--- config.mk ---
export PLATFORM = sky130hd
export DESIGN_NAME = cb_config_loader_flat
export DESIGN_NICKNAME = d
export VERILOG_FILES = /design/src/rtl/cb_cfg_if.sv /design/src/rtl/cb_config_loader.sv /design/src/flat_wrapper.sv
export SDC_FILE = /design/constraint.sdc
export NUM_CORES = 1
export LEC_CHECK = 0
export BUFFER_PORTS_ARGS = -buffer_cell sky130_fd_sc_hd__buf_2
export CELL_PAD_IN_SITES_DETAIL_PLACEMENT = 0
export CELL_PAD_IN_SITES_GLOBAL_PLACEMENT = 1
export CORE_ASPECT_RATIO = 0.7
export CORE_MARGIN = 5
export CORE_UTILIZATION = 35
export CTS_CLUSTER_DIAMETER = 80
export CTS_CLUSTER_SIZE = 24
export DETAILED_ROUTE_END_ITERATION = 8
export GPL_ROUTABILITY_DRIVEN = 0
export PLACE_DENSITY = 0.61
export SYNTH_ARGS = -nofsm -noshare
export SYNTH_HDL_FRONTEND = slang
export SYNTH_SLANG_ARGS = --single-unit
--- constraint.sdc ---
create_clock -name clk -period 2.56 [get_ports clk]
set_clock_uncertainty 0.1 [all_clocks]
set_input_delay 0.256 -clock clk [delete_from_list [all_inputs] [get_ports clk]]
set_output_delay 0.256 -clock clk [all_outputs]
set_load 0.01 [all_outputs]
--- src/rtl/cb_cfg_if.sv ---
// cb_cfg_if: one valid/ready word link in the configuration bitstream chain.
//   valid  master->slave  word present
//   data   master->slave  DW-bit bitstream word
//   ready  slave->master  slave takes the word when valid & ready at posedge
interface cb_cfg_if #(
  parameter int DW = 8
);
  logic          valid;
  logic [DW-1:0] data;
  logic          ready;

  modport master (output valid, output data, input ready);
  modport slave  (input valid, input data, output ready);
endinterface

--- src/rtl/cb_config_loader.sv ---
// cb_config_loader: per-tile configuration loader for a connection block.
// Shifts its own NW words from the chain into a shadow register. After that,
// every later word goes to the next tile through a one-stage register.
// A commit pulse copies the shadow into the active control vector c.
// Ports:
//   clk, rst_n  configuration clock, async active-low reset
//   cfg_en      configuration mode; low flushes the loader back to IDLE
//   up          upstream word link (slave side: drives ready)
//   dn          downstream word link (master side: registered valid/data)
//   commit      one-cycle pulse, shadow -> c
//   c           active connection-block control bits
//   loaded      c holds a complete committed image
//   cfg_err     sticky: commit arrived while the shadow was incomplete
module cb_config_loader #(
  parameter int CFG_W = 248,
  parameter int DW    = 8
) (
  input  logic             clk,
  input  logic             rst_n,
  input  logic             cfg_en,
  cb_cfg_if.slave          up,
  cb_cfg_if.master         dn,
  input  logic             commit,
  output logic [CFG_W-1:0] c,
  output logic             loaded,
  output logic             cfg_err
);
  localparam int NW = CFG_W / DW;
  localparam int CW = $clog2(NW + 1);

  if (CFG_W % DW != 0) begin : g_bad_cfg
    $error("cb_config_loader: CFG_W must be a multiple of DW");
  end

  typedef enum logic [1:0] {IDLE, LOAD, PASS} state_t;

  state_t           state, state_n;
  logic [CW-1:0]    cnt;
  logic [CFG_W-1:0] shadow, shadow_n;
  logic             out_valid;
  logic [DW-1:0]    out_data;
  logic             in_ready, accept, last_word;

  assign up.ready = in_ready;
  assign dn.valid = out_valid;
  assign dn.data  = out_data;
  assign accept   = up.valid & in_ready;

  // New words enter at the top, so word k ends up at shadow[k*DW +: DW].
  assign shadow_n = {up.data, shadow[CFG_W-1:DW]};

  // The word that completes this tile's image. A commit on the same edge
  // must see the image with this word already in it.
  assign last_word = cfg_en & (state == LOAD) & accept & (cnt == CW'(NW - 1));

  always_ff @(posedge clk or negedge rst_n) begin
    if (!rst_n) state <= IDLE;
    else        state <= state_n;
  end

  // in_ready depends only on state and the output stage. It never depends on
  // in_valid, so no combinational loop can form along the chain.
  always_comb begin
    state_n  = state;
    in_ready = 1'b0;
    case (state)
      IDLE: if (cfg_en) state_n = LOAD;
      LOAD: begin
        in_ready = 1'b1;
        if (last_word) state_n = PASS;
      end
      PASS: in_ready = !out_valid | dn.ready;
      default: state_n = IDLE;
    endcase
    if (!cfg_en) state_n = IDLE;
  end

  always_ff @(posedge clk or negedge rst_n) begin
    if (!rst_n) begin
      cnt       <= '0;
      shadow    <= '0;
      out_valid <= 1'b0;
      out_data  <= '0;
      c         <= '0;
      loaded    <= 1'b0;
      cfg_err   <= 1'b0;
    end else begin
      if (!cfg_en) begin
        // Flush. A word still in the output stage is discarded with the pass.
        cnt       <= '0;
        out_valid <= 1'b0;
      end else begin
        case (state)
          LOAD: if (accept) begin
            shadow <= shadow_n;
            cnt    <= last_word ? '0 : cnt + CW'(1);
          end
          PASS: begin
            if (accept) begin
              out_data  <= up.data;
              out_valid <= 1'b1;
            end else if (dn.ready) begin
              out_valid <= 1'b0;
            end
          end
          default: ;
        endcase
      end

      if (state == IDLE && cfg_en) cfg_err <= 1'b0;

      // c changes only here, so the fabric never sees a partial image.
      if (commit) begin
        if (state == PASS) begin
          c      <= shadow;
          loaded <= 1'b1;
        end else if (last_word) begin
          c      <= shadow_n;
          loaded <= 1'b1;
        end else begin
          cfg_err <= 1'b1;
        end
      end
    end
  end
endmodule

--- src/flat_wrapper.sv ---
// flat-port wrapper written by rule: the top's interface ports become plain ports
module cb_config_loader_flat 
#(
  parameter int CFG_W = 248,
  parameter int DW    = 8
)
  (clk, rst_n, cfg_en, commit, c, loaded, cfg_err, up_valid, up_data, up_ready, dn_valid, dn_data, dn_ready);
  cb_cfg_if #(.DW(DW)) up_i ();
  cb_cfg_if #(.DW(DW)) dn_i ();
  input  logic clk;
  input  logic rst_n;
  input  logic cfg_en;
  input  logic commit;
  output logic [CFG_W-1:0] c;
  output logic loaded;
  output logic cfg_err;
  input wire logic [$bits(up_i.valid)-1:0] up_valid;
  input wire logic [$bits(up_i.data)-1:0] up_data;
  output wire logic [$bits(up_i.ready)-1:0] up_ready;
  output wire logic [$bits(dn_i.valid)-1:0] dn_valid;
  output wire logic [$bits(dn_i.data)-1:0] dn_data;
  input wire logic [$bits(dn_i.ready)-1:0] dn_ready;
  assign up_i.valid = up_valid;
  assign up_i.data = up_data;
  assign up_ready = up_i.ready;
  assign dn_valid = dn_i.valid;
  assign dn_data = dn_i.data;
  assign dn_i.ready = dn_ready;
  cb_config_loader #(.CFG_W(CFG_W), .DW(DW)) u_core (.clk(clk), .rst_n(rst_n), .cfg_en(cfg_en), .up(up_i), .dn(dn_i), .commit(commit), .c(c), .loaded(loaded), .cfg_err(cfg_err));
endmodule
==> results of run 1 <==
-- cell families after synthesis --
logic type                 synth area share [%]
AOI/OAI and AO/OA                         34.39
DFF                                       55.63
buffers and inverters                     8.653
and+or+nand+nor                          0.9199
adders and majority gates                0.3247
muxes                                   0.08658
-- layout by cell type, fill, tap and decap left out, types with 2 or more instances in the layout --
| cell type | count |
|---|---|
| or4_1 | 2 |
| buf_4 | 37 |
| nand2b_1 | 2 |
| o22ai_1 | 248 |
| clkinv_4 | 2 |
| a211oi_1 | 496 |
| o21ai_0 | 486 |
| nand3_4 | 2 |
| a21boi_0 | 3 |
| buf_2 | 271 |
| buf_8 | 2 |
| and2_1 | 2 |
| clkbuf_16 | 28 |
| nor2_1 | 2 |
| buf_12 | 42 |
| nand3_1 | 2 |
| o31ai_1 | 3 |
| ha_1 | 5 |
| nand2_1 | 14 |
| inv_1 | 252 |
| a21oi_1 | 3 |
| dlygate4sd3_1 | 11 |
| clkbuf_8 | 4 |
| nor2b_1 | 2 |
| o21ai_1 | 22 |
| a31oi_1 | 2 |
| mux2i_1 | 2 |
| dfrtp_1 | 514 |
-- area by class of cell --
type	instances	area, µm²	area share [%]
clock buffers	31	730.7	2.731
clock inverters	7	93.84	0.3507
well taps	880	1101	4.115
repair buffers	367	2711	10.13
multi-input cells	1313	8312	31.06
inverters	252	945.9	3.535
flip-flops and latches	514	12860	48.07
-- where the power goes --
part	switching [W]	leakage [nW]	internal [W]	total (W)
logic	0.00494	3.88	0.00305	0.00799
clock network	0.00283	0.406	0.00217	0.00500
registers	0.00144	7.09	0.00950	0.0109
-- flip-flops by register name (all words and copies together) (netlist names) --
| register | count |
|---|---|
| u_core.cnt | 5 |
| u_core.c | 248 |
| u_core.shadow | 248 |
| u_core.dn.valid | 1 |
| u_core.state | 2 |
| u_core.cfg_err | 1 |
| u_core.loaded | 1 |
| u_core.dn.data | 8 |
-- per-stage QoR --
stage	util, %	hold WS, ns	total power, W
2_1_floorplan	-	-0.1396	0.01518
3_3_place_gp	39.56	0.1519	0.01881
3_5_place_dp	39.56	0.1622	0.01902
4_1_cts	41.06	0.09681	0.02415
5_1_grt	41.10	0.1400	0.02523
6_report	41.10	0.1060	0.02393
-- path summary, 6_finish.rpt --
kind | startpoint | endpoint | slack [ns] | depth (start not counted)
setup reg to reg | u_core.state[1] | u_core.shadow[143] | 0.14 | 8
hold / removal | rst_n | u_core.c[228] | 0.11 | 2
max in group asynchronous | rst_n | u_core.c[96] | 1.41 | 3
hold reg to reg | u_core.dn.data[4] | u_core.dn.data[4] | 0.39 | 2
min in group clk | up_valid | u_core.cnt[2] | 0.16 | 4
setup / recovery | u_core.state[0] | up_ready | 0.11 | 6
-- worst max-delay path: stages (launching register included) --
cell and delay (ns):
dfrtp_1 0.43, inv_1 0.15, ha_4 0.30, buf_16 0.26, a21oi_1 0.09, nor2b_1 0.11
buf_2 0.16
-- layer usage --
metal	vias to the layer above	track usage [%]
met5	-	0
met4	0	4.364
met3	86	2.473
met2	586	34.65
met1	10500	32.12
li1	8969	-
-- what timing repair did --
item                                    in CTS  in global routing
gates resized for setup                      1                  1
endpoints found under the hold margin      253                  0
gates cloned                                 1                  1
hold buffers                                11                  0
endpoints found under the setup margin       1                  2
==> impl_metrics.tcl, run 1 <==
set metrics [dict create \
    run_status "complete, no violations" \
    path_class "reg -> out" \
    layout-drive-gt1-share_pct 16.22 \
    post_dp_cell_area_mm2 0.02575 \
    viasPerCell 5.987 \
    leakagePower_nw 11.38 \
    cts_setup_buffers 0 \
    worstSkewPairLatency_ns 0.59 \
    path_max_fanout 24 \
    fin_ws_ns 0.1099 \
    grt_pass1_vias 20320 \
    root_buffer "clkbuf_16" \
    detail_route.first_pass.iterations 5 \
    clk_pin_slew_ns 0.09 \
    slew-limit-headroom_pct 45.21 \
    synth_top_area_share_pct 55.63 \
    syn_area_mm2 0.02312 \
    netlist_top_cells_count "514 x dfrtp_1, 496 x a211oi_1, 486 x o21ai_0" \
    die_x_um 317.2 \
    dr.first_iter.drc_count 1602 \
    dp.cells 3313 \
    syn_to_final_growth_pct 15.72 \
    slew_violations 0 \
    yosysUniqueCellTypes 38 \
    cp_data_required_time_ns 2.20 \
    stdcell_area_mm2 0.02676 \
    synth-seq-cells 514 \
    hold_class "in -> async" \
    wl_per_cell_um 24.07 \
    worstMarginPinSlew_ns 0.8218 \
    num_vias 20140 \
    cts.htree.levels 1 \
    io_buffers 273 \
    die_y_um 225.0 \
    maxCapViolCount 0 \
    synth-edff-count 0 \
    grt_pass1_wl_um 125600 \
    async_flop_share_pct 100.0 \
    p_per_area_mw_per_mm2 894.5 \
    hpwl_um 47230 \
    synthesis.nets 2350 \
    core_area_mm2 0.06509 \
    ant_nets 0 \
    post-route-min-period_ns 2.450 \
    ys_seq_area_share_pct 55.63 \
    wl_met1_um 37820 \
    cts_buffer_depth 3 \
    end_kind "output pin" \
    crit_arrival_ns 2.09 \
    avgSynthCellArea_um2 9.924 \
    drt-total-wl_um 80990 \
    fin_cells 3364 \
    fin_crit_sh_pct 95.71 \
    routed.top_layer "met4" \
    ir_drop_mv 0.4298 \
    diodes 0 \
    cp-start-kind "register" \
    num_rows 78 \
    nNetsFinal 2495 \
    netlist_instances 2330 \
    cts_tree "done" \
    synth_area_leader_cell "dfrtp_1" \
    tns_ns 0 \
    grt_max_degree 134 \
    final_hold_viol_count 0 \
    antenna_found_initial 1 \
    place_ws_ns 0.1185 \
    fmax_ghz 0.4082 \
    yosysWarnings 0 \
    ys.flop_type "dfrtp_1" \
    rsz0062_at_grt "no" \
    grtUsageTotal_pct 21.66 \
    dieArea_mm2 0.07139 \
    overflow 0 \
    num_io_pins 274 \
    start_util_pct 35.52 \
    setup_violations 0 \
    cts.sinks 514 \
    cts_buffers 27 \
    netlist_top_cells_area "dfrtp_1 56%, a211oi_1 16%, o21ai_0 11%" \
    routed-wl-met3_um 3750 \
    synth_most_common_cell "dfrtp_1" \
    nFillCells 6431 \
    wl_met2_um 37750 \
    route.detailed.drc 0 \
]
(Power assumes the default switching activity.)
==> run 2: changes to the inputs <==
--- a/config.mk
+++ b/config.mk
@@ -15,7 +15,7 @@
 export CTS_CLUSTER_SIZE = 24
 export DETAILED_ROUTE_END_ITERATION = 8
 export GPL_ROUTABILITY_DRIVEN = 0
-export PLACE_DENSITY = 0.61
+export PLACE_DENSITY = 0.64
 export SYNTH_ARGS = -nofsm -noshare
 export SYNTH_HDL_FRONTEND = slang
 export SYNTH_SLANG_ARGS = --single-unit
==> run 2 against run 1 <==
First-iteration DRC count is 22% higher; maximum frequency grew 2.8%; global-route usage is 0.20 points lower; clock power is 3% higher; sequential share of layout area about the same; critical endpoint is now u_core.c[73].
==> impl_metrics.tcl, run 2 (synthesis gave the netlist of run 1 again) <==
set metrics [dict create \
    run_status "complete, no violations" \
    grt_pass1_vias 19960 \
    ir_drop_mv 0.5563 \
    viasPerCell 5.929 \
    leakagePower_nw 11.36 \
    ant_nets 0 \
    cts_tree "done" \
    cp-start-kind "register" \
    layout-drive-gt1-share_pct 15.97 \
    r2r_start "u_core.state[0]" \
    maxCapViolCount 0 \
    syn_to_final_growth_pct 15.65 \
    io_buffers 273 \
    r2r_cells 7 \
    crit_chain "inv_1, ha_1, nand3_4, nor4_4, buf_12, buf_4, a211oi_1" \
    setup_violations 0 \
    route.detailed.drc 0 \
    hpwl_um 45590 \
    slowest_delay_ns 0.41 \
    fin_ws_ns 0.1765 \
    layout_common_cells "514 x dfrtp_1, 496 x a211oi_1, 486 x o21ai_0, 271 x buf_2, 252 x inv_1" \
    cts_buffers 28 \
    die_x_um 317.2 \
    worstMarginPinSlew_ns 0.7539 \
    num_io_pins 274 \
    p_total_w 0.02407 \
    r2r_slack_ns 0.18 \
    p_per_area_mw_per_mm2 900.2 \
    stdcell_area_mm2 0.02674 \
    drt-total-wl_um 79570 \
    end_kind "register" \
    antenna_found_initial 1 \
    final_hold_viol_count 0 \
    post_dp_cell_area_mm2 0.02566 \
    path_max_fanout 41 \
    grtUsageTotal_pct 21.46 \
    detail_route.first_pass.iterations 6 \
    slew_violations 0 \
    place_ws_ns 0.2065 \
    num_rows 78 \
    hold_class "in -> async" \
    cts_buffer_depth 3 \
    diodes 0 \
    tns_ns 0 \
    dp.cells 3302 \
    cts.htree.levels 1 \
    rsz0062_at_grt "no" \
    fmax_ghz 0.4196 \
    slew-limit-headroom_pct 49.74 \
    overflow 0 \
    dieArea_mm2 0.07139 \
    worstSkewPairLatency_ns 0.60 \
    cp_data_required_time_ns 2.94 \
    slowest_stage "dfrtp_1" \
    die_y_um 225.0 \
    nNetsFinal 2488 \
    core_area_mm2 0.06509 \
    fin_cells 3360 \
    clk_pin_slew_ns 0.10 \
    post-route-min-period_ns 2.383 \
    dr.first_iter.drc_count 1948 \
    grt_pass1_wl_um 124400 \
    num_vias 19920 \
    fin_crit_sh_pct 93.10 \
    final_common_cell "dfrtp_1" \
    reg2reg_to "u_core.c[73]" \
    crit_arrival_ns 2.76 \
    wl_per_cell_um 23.68 \
    start_util_pct 35.52 \
    root_buffer "clkbuf_16" \
    cts.sinks 514 \
    path_class "reg -> reg" \
    grt_max_degree 132 \
]
==> run 2: cell count changes in the layout (fill, tap and decap cells not counted), moves of 2 or more <==
| cell | before | now |
|---|---|---|
| clkbuf_8 | 4 | 2 |
| buf_4 | 37 | 30 |
| clkinvlp_4 | 0 | 2 |
| clkinv_4 | 2 | 0 |
| clkbuf_1 | 0 | 2 |
| inv_6 | 1 | 3 |
==> run 2: repair_timing <==
action / 4_1_cts / 5_1_grt
setup endpoints to repair: 1 / 1
cloned: 2 / 0
hold buffers: 12 / 0
gates resized for setup: 1 / 0
buffers inserted: 0 / 2
endpoints found under the hold margin: 154 / 0
==> run 2: cell type report <==
| class | count | area [µm²] |
|---|---|---|
| sequential | 514 | 12860 |
| tap | 880 | 1101 |
| timing repair buffer | 359 | 2644 |
| inverter | 252 | 945.9 |
| clock buffer | 32 | 747.0 |
| fill | 6378 | 38350 |
| multi-input combinational | 1313 | 8312 |
| clock inverter | 10 | 128.9 |
==> run 2: worst max-delay path by stage <==
stage	start	to	slack, ns	cells past startpoint
floorplan	u_core.state[0]	u_core.c[70]	0.56	8
global placement	u_core.state[1]	u_core.shadow[15]	0.25	8
detailed placement	u_core.state[1]	u_core.shadow[37]	0.21	8
CTS	u_core.state[0]	up_ready	0.03	6
global route	u_core.state[1]	u_core.shadow[65]	0.03	8
finish	u_core.state[0]	u_core.c[73]	0.18	7
==> run 2: metrics by stage <==
step / util (%) / hold WS (ns)
global placement: 39.41 / 0.1760
global route: 41.08 / 0.1178
CTS: 41.06 / 0.07265
detailed placement: 39.41 / 0.1729
finish: 41.08 / 0.1212
floorplan: - / -0.1396
==> run 2: critical path: cells and delay by family (launching register included) <==
family                   cells  cell delay [ns]
AO/OA/AOI/OAI                1             0.11
adder cells (fa/ha/maj)      1             0.39
flip-flops                   1             0.41
buffers and inverters        3             0.69
AND/OR/NAND/NOR              2             0.54
==> run 2: routing by layer <==
layer	share of wire (%)	track usage, %
met5	0.016	0
met4	2.8	5.479
met3	6.3	3.851
met2	46	32.98
met1	45	31.58
==> run 2: where the power goes <==
group,switching [W],internal (W),leakage (nW)
logic,0.00486,0.00305,3.84
registers,0.00150,0.00950,7.09
clock network,0.00292,0.00225,0.422
total,0.00928,0.0148,11.4
==> run 3: changes to the inputs <==
--- a/config.mk
+++ b/config.mk
@@ -6,8 +6,6 @@
 export NUM_CORES = 1
 export LEC_CHECK = 0
 export BUFFER_PORTS_ARGS = -buffer_cell sky130_fd_sc_hd__buf_2
-export CELL_PAD_IN_SITES_DETAIL_PLACEMENT = 0
-export CELL_PAD_IN_SITES_GLOBAL_PLACEMENT = 1
 export CORE_ASPECT_RATIO = 0.7
 export CORE_MARGIN = 5
 export CORE_UTILIZATION = 35
@@ -15,7 +13,7 @@
 export CTS_CLUSTER_SIZE = 24
 export DETAILED_ROUTE_END_ITERATION = 8
 export GPL_ROUTABILITY_DRIVEN = 0
-export PLACE_DENSITY = 0.64
+export PLACE_DENSITY = 0.53
 export SYNTH_ARGS = -nofsm -noshare
 export SYNTH_HDL_FRONTEND = slang
 export SYNTH_SLANG_ARGS = --single-unit
==> run 3 against run 2 <==
Total power up 0.40%; register-to-register slack got worse by 0.06 ns; utilization increased by 0.17 points; hold slack improved by 0.0034 ns; critical path depth rose by 1; wire length fell by 2.4%; sequential share of layout area is 0.20 points lower; die area unchanged; largest power group unchanged.
==> impl_metrics.tcl, run 3 (synthesis gave the netlist of run 1 again) <==
set metrics [dict create \
    cts_tree "done" \
    rsz0062_at_grt "yes" \
    cts_buffers 27 \
    core_area_mm2 0.06509 \
    grtUsageTotal_pct 20.89 \
    setup.worst_path.end "u_core.c[115]" \
    grt_pass1_vias 20050 \
    crit_arrival_ns 2.83 \
    start_util_pct 35.52 \
    cp-start-kind "register" \
    detail_route.first_pass.iterations 5 \
    hpwl_um 45680 \
    seq_area_mm2 0.01286 \
    ir_drop_mv 0.5237 \
    dieArea_mm2 0.07139 \
    multi_input_area_mm2 0.008312 \
    root_buffer "clkbuf_16" \
    cts_buffer_depth 3 \
    tns_ns 0 \
    drt-total-wl_um 77670 \
    setup_violations 0 \
    die_y_um 225.0 \
    num_io_pins 274 \
    num_rows 78 \
    worstMarginPinSlew_ns 0.7959 \
    overflow 0 \
    path_max_fanout 57 \
    r2r_cells 8 \
    p_per_area_mw_per_mm2 900.2 \
    diodes 0 \
    worstSkewPairLatency_ns 0.58 \
    grt_max_degree 135 \
    slew-limit-headroom_pct 46.94 \
    wl_met2_um 36280 \
    clk_pin_slew_ns 0.10 \
    antenna_found_initial 1 \
    cts.htree.levels 1 \
    nFillCells 6276 \
    maxCapViolCount 0 \
    routed-wl-met3_um 4572 \
    cp_data_required_time_ns 2.95 \
    die_x_um 317.2 \
    routed.top_layer "met5" \
    grt_pass1_wl_um 122300 \
    fin_cells 3363 \
    final_common_cell "dfrtp_1" \
    wl_met1_um 35540 \
    path_class "reg -> reg" \
    hold_class "in -> async" \
    p_total_w 0.02417 \
    r2r_start "u_core.state[1]" \
    r2r_slack_ns 0.12 \
    cts.sinks 514 \
    dr.first_iter.drc_count 1699 \
    num_vias 20170 \
    end_kind "register" \
    io_buffers 273 \
    post_dp_cell_area_mm2 0.02582 \
    leakagePower_nw 11.41 \
    run_status "complete, no violations" \
    reg2reg_to "u_core.c[115]" \
    fmax_ghz 0.4093 \
    layout_common_cells "514 x dfrtp_1, 496 x a211oi_1, 486 x o21ai_0, 271 x buf_2, 252 x inv_1" \
    final_hold_viol_count 0 \
    route.detailed.drc 0 \
    whs_ns 0.1246 \
    dp.cells 3310 \
    fin_crit_sh_pct 95.43 \
    post-route-min-period_ns 2.443 \
    layout-drive-gt1-share_pct 16.07 \
    viasPerCell 5.998 \
    stdcell_area_mm2 0.02685 \
    wl_per_cell_um 23.09 \
    nNetsFinal 2490 \
    critPathLaunch "u_core.state[1]" \
    slew_violations 0 \
    syn_to_final_growth_pct 16.13 \
    ant_nets 0 \
]
run 3: cell types whose count changed in the layout (fill, tap and decap cells not counted), moves of 2 or more:
| cell | delta |
|---|---|
| bufbuf_16 | -2 |
| clkbuf_16 | -2 |
| bufinv_16 | +4 |
| buf_12 | +9 |
| buf_4 | -3 |
| clkbuf_8 | +2 |
run 3: timing repair:
item                                   4_1_cts  5_1_grt
setup buffers                                0        0
endpoints found under the hold margin      217        0
hold buffers                                11        0
gates resized for setup                      0        1
setup endpoints to repair                    0        5
run 3: layer usage:
layer  vias to the layer above  track usage, %
met5                         -               0
met4                         2           3.446
met3                        70           3.318
met2                       641           33.03
met1                     10490           31.02
li1                       8972               -
run 3: cell type report:
cell class / count / share of cell area, %
inverter: 252 / 3.523
multi-input combinational: 1313 / 30.96
sequential: 514 / 47.90
clock buffer: 33 / 2.712
timing repair buffer: 362 / 10.09
tap: 880 / 4.101
clock inverter: 9 / 0.7130
run 3: how the worst min path moves through the flow:
stage / startpoint / end / slack, ns / cells past startpoint
after floorplan: rst_n / u_core.c[0] / -0.14 / 0
after global placement: rst_n / u_core.c[44] / 0.18 / 1
after detailed placement: rst_n / u_core.shadow[44] / 0.17 / 1
after CTS: up_valid / u_core.cnt[3] / 0.1 / 4
after global routing: rst_n / u_core.c[44] / 0.14 / 2
final: rst_n / u_core.c[44] / 0.12 / 2
run 3: worst max-delay path, cell delays in order, from the launching register on:
cell and delay, ns:
dfrtp_1 0.43, inv_1 0.12, ha_1 0.27, and2_1 0.24, a31o_4 0.18, buf_12 0.29
buf_12 0.27, a211oi_1 0.10, a211oi_1 0.25
run 3: through the flow:
step / worst slack, ns / util [%]
after floorplan: 0.5630 / -
final: 0.1169 / 41.25
after global placement: 0.1940 / 39.66
after detailed placement: 0.1427 / 39.66
after global routing: -0.007493 / 41.25
after CTS: 0.02071 / 41.24
run 3: report_power, final:
part	total, W	internal (W)	switching [W]
Combinational	0.00791	0.00300	0.00492
Sequential	0.0109	0.00950	0.00137
Clock	0.00539	0.00255	0.00283
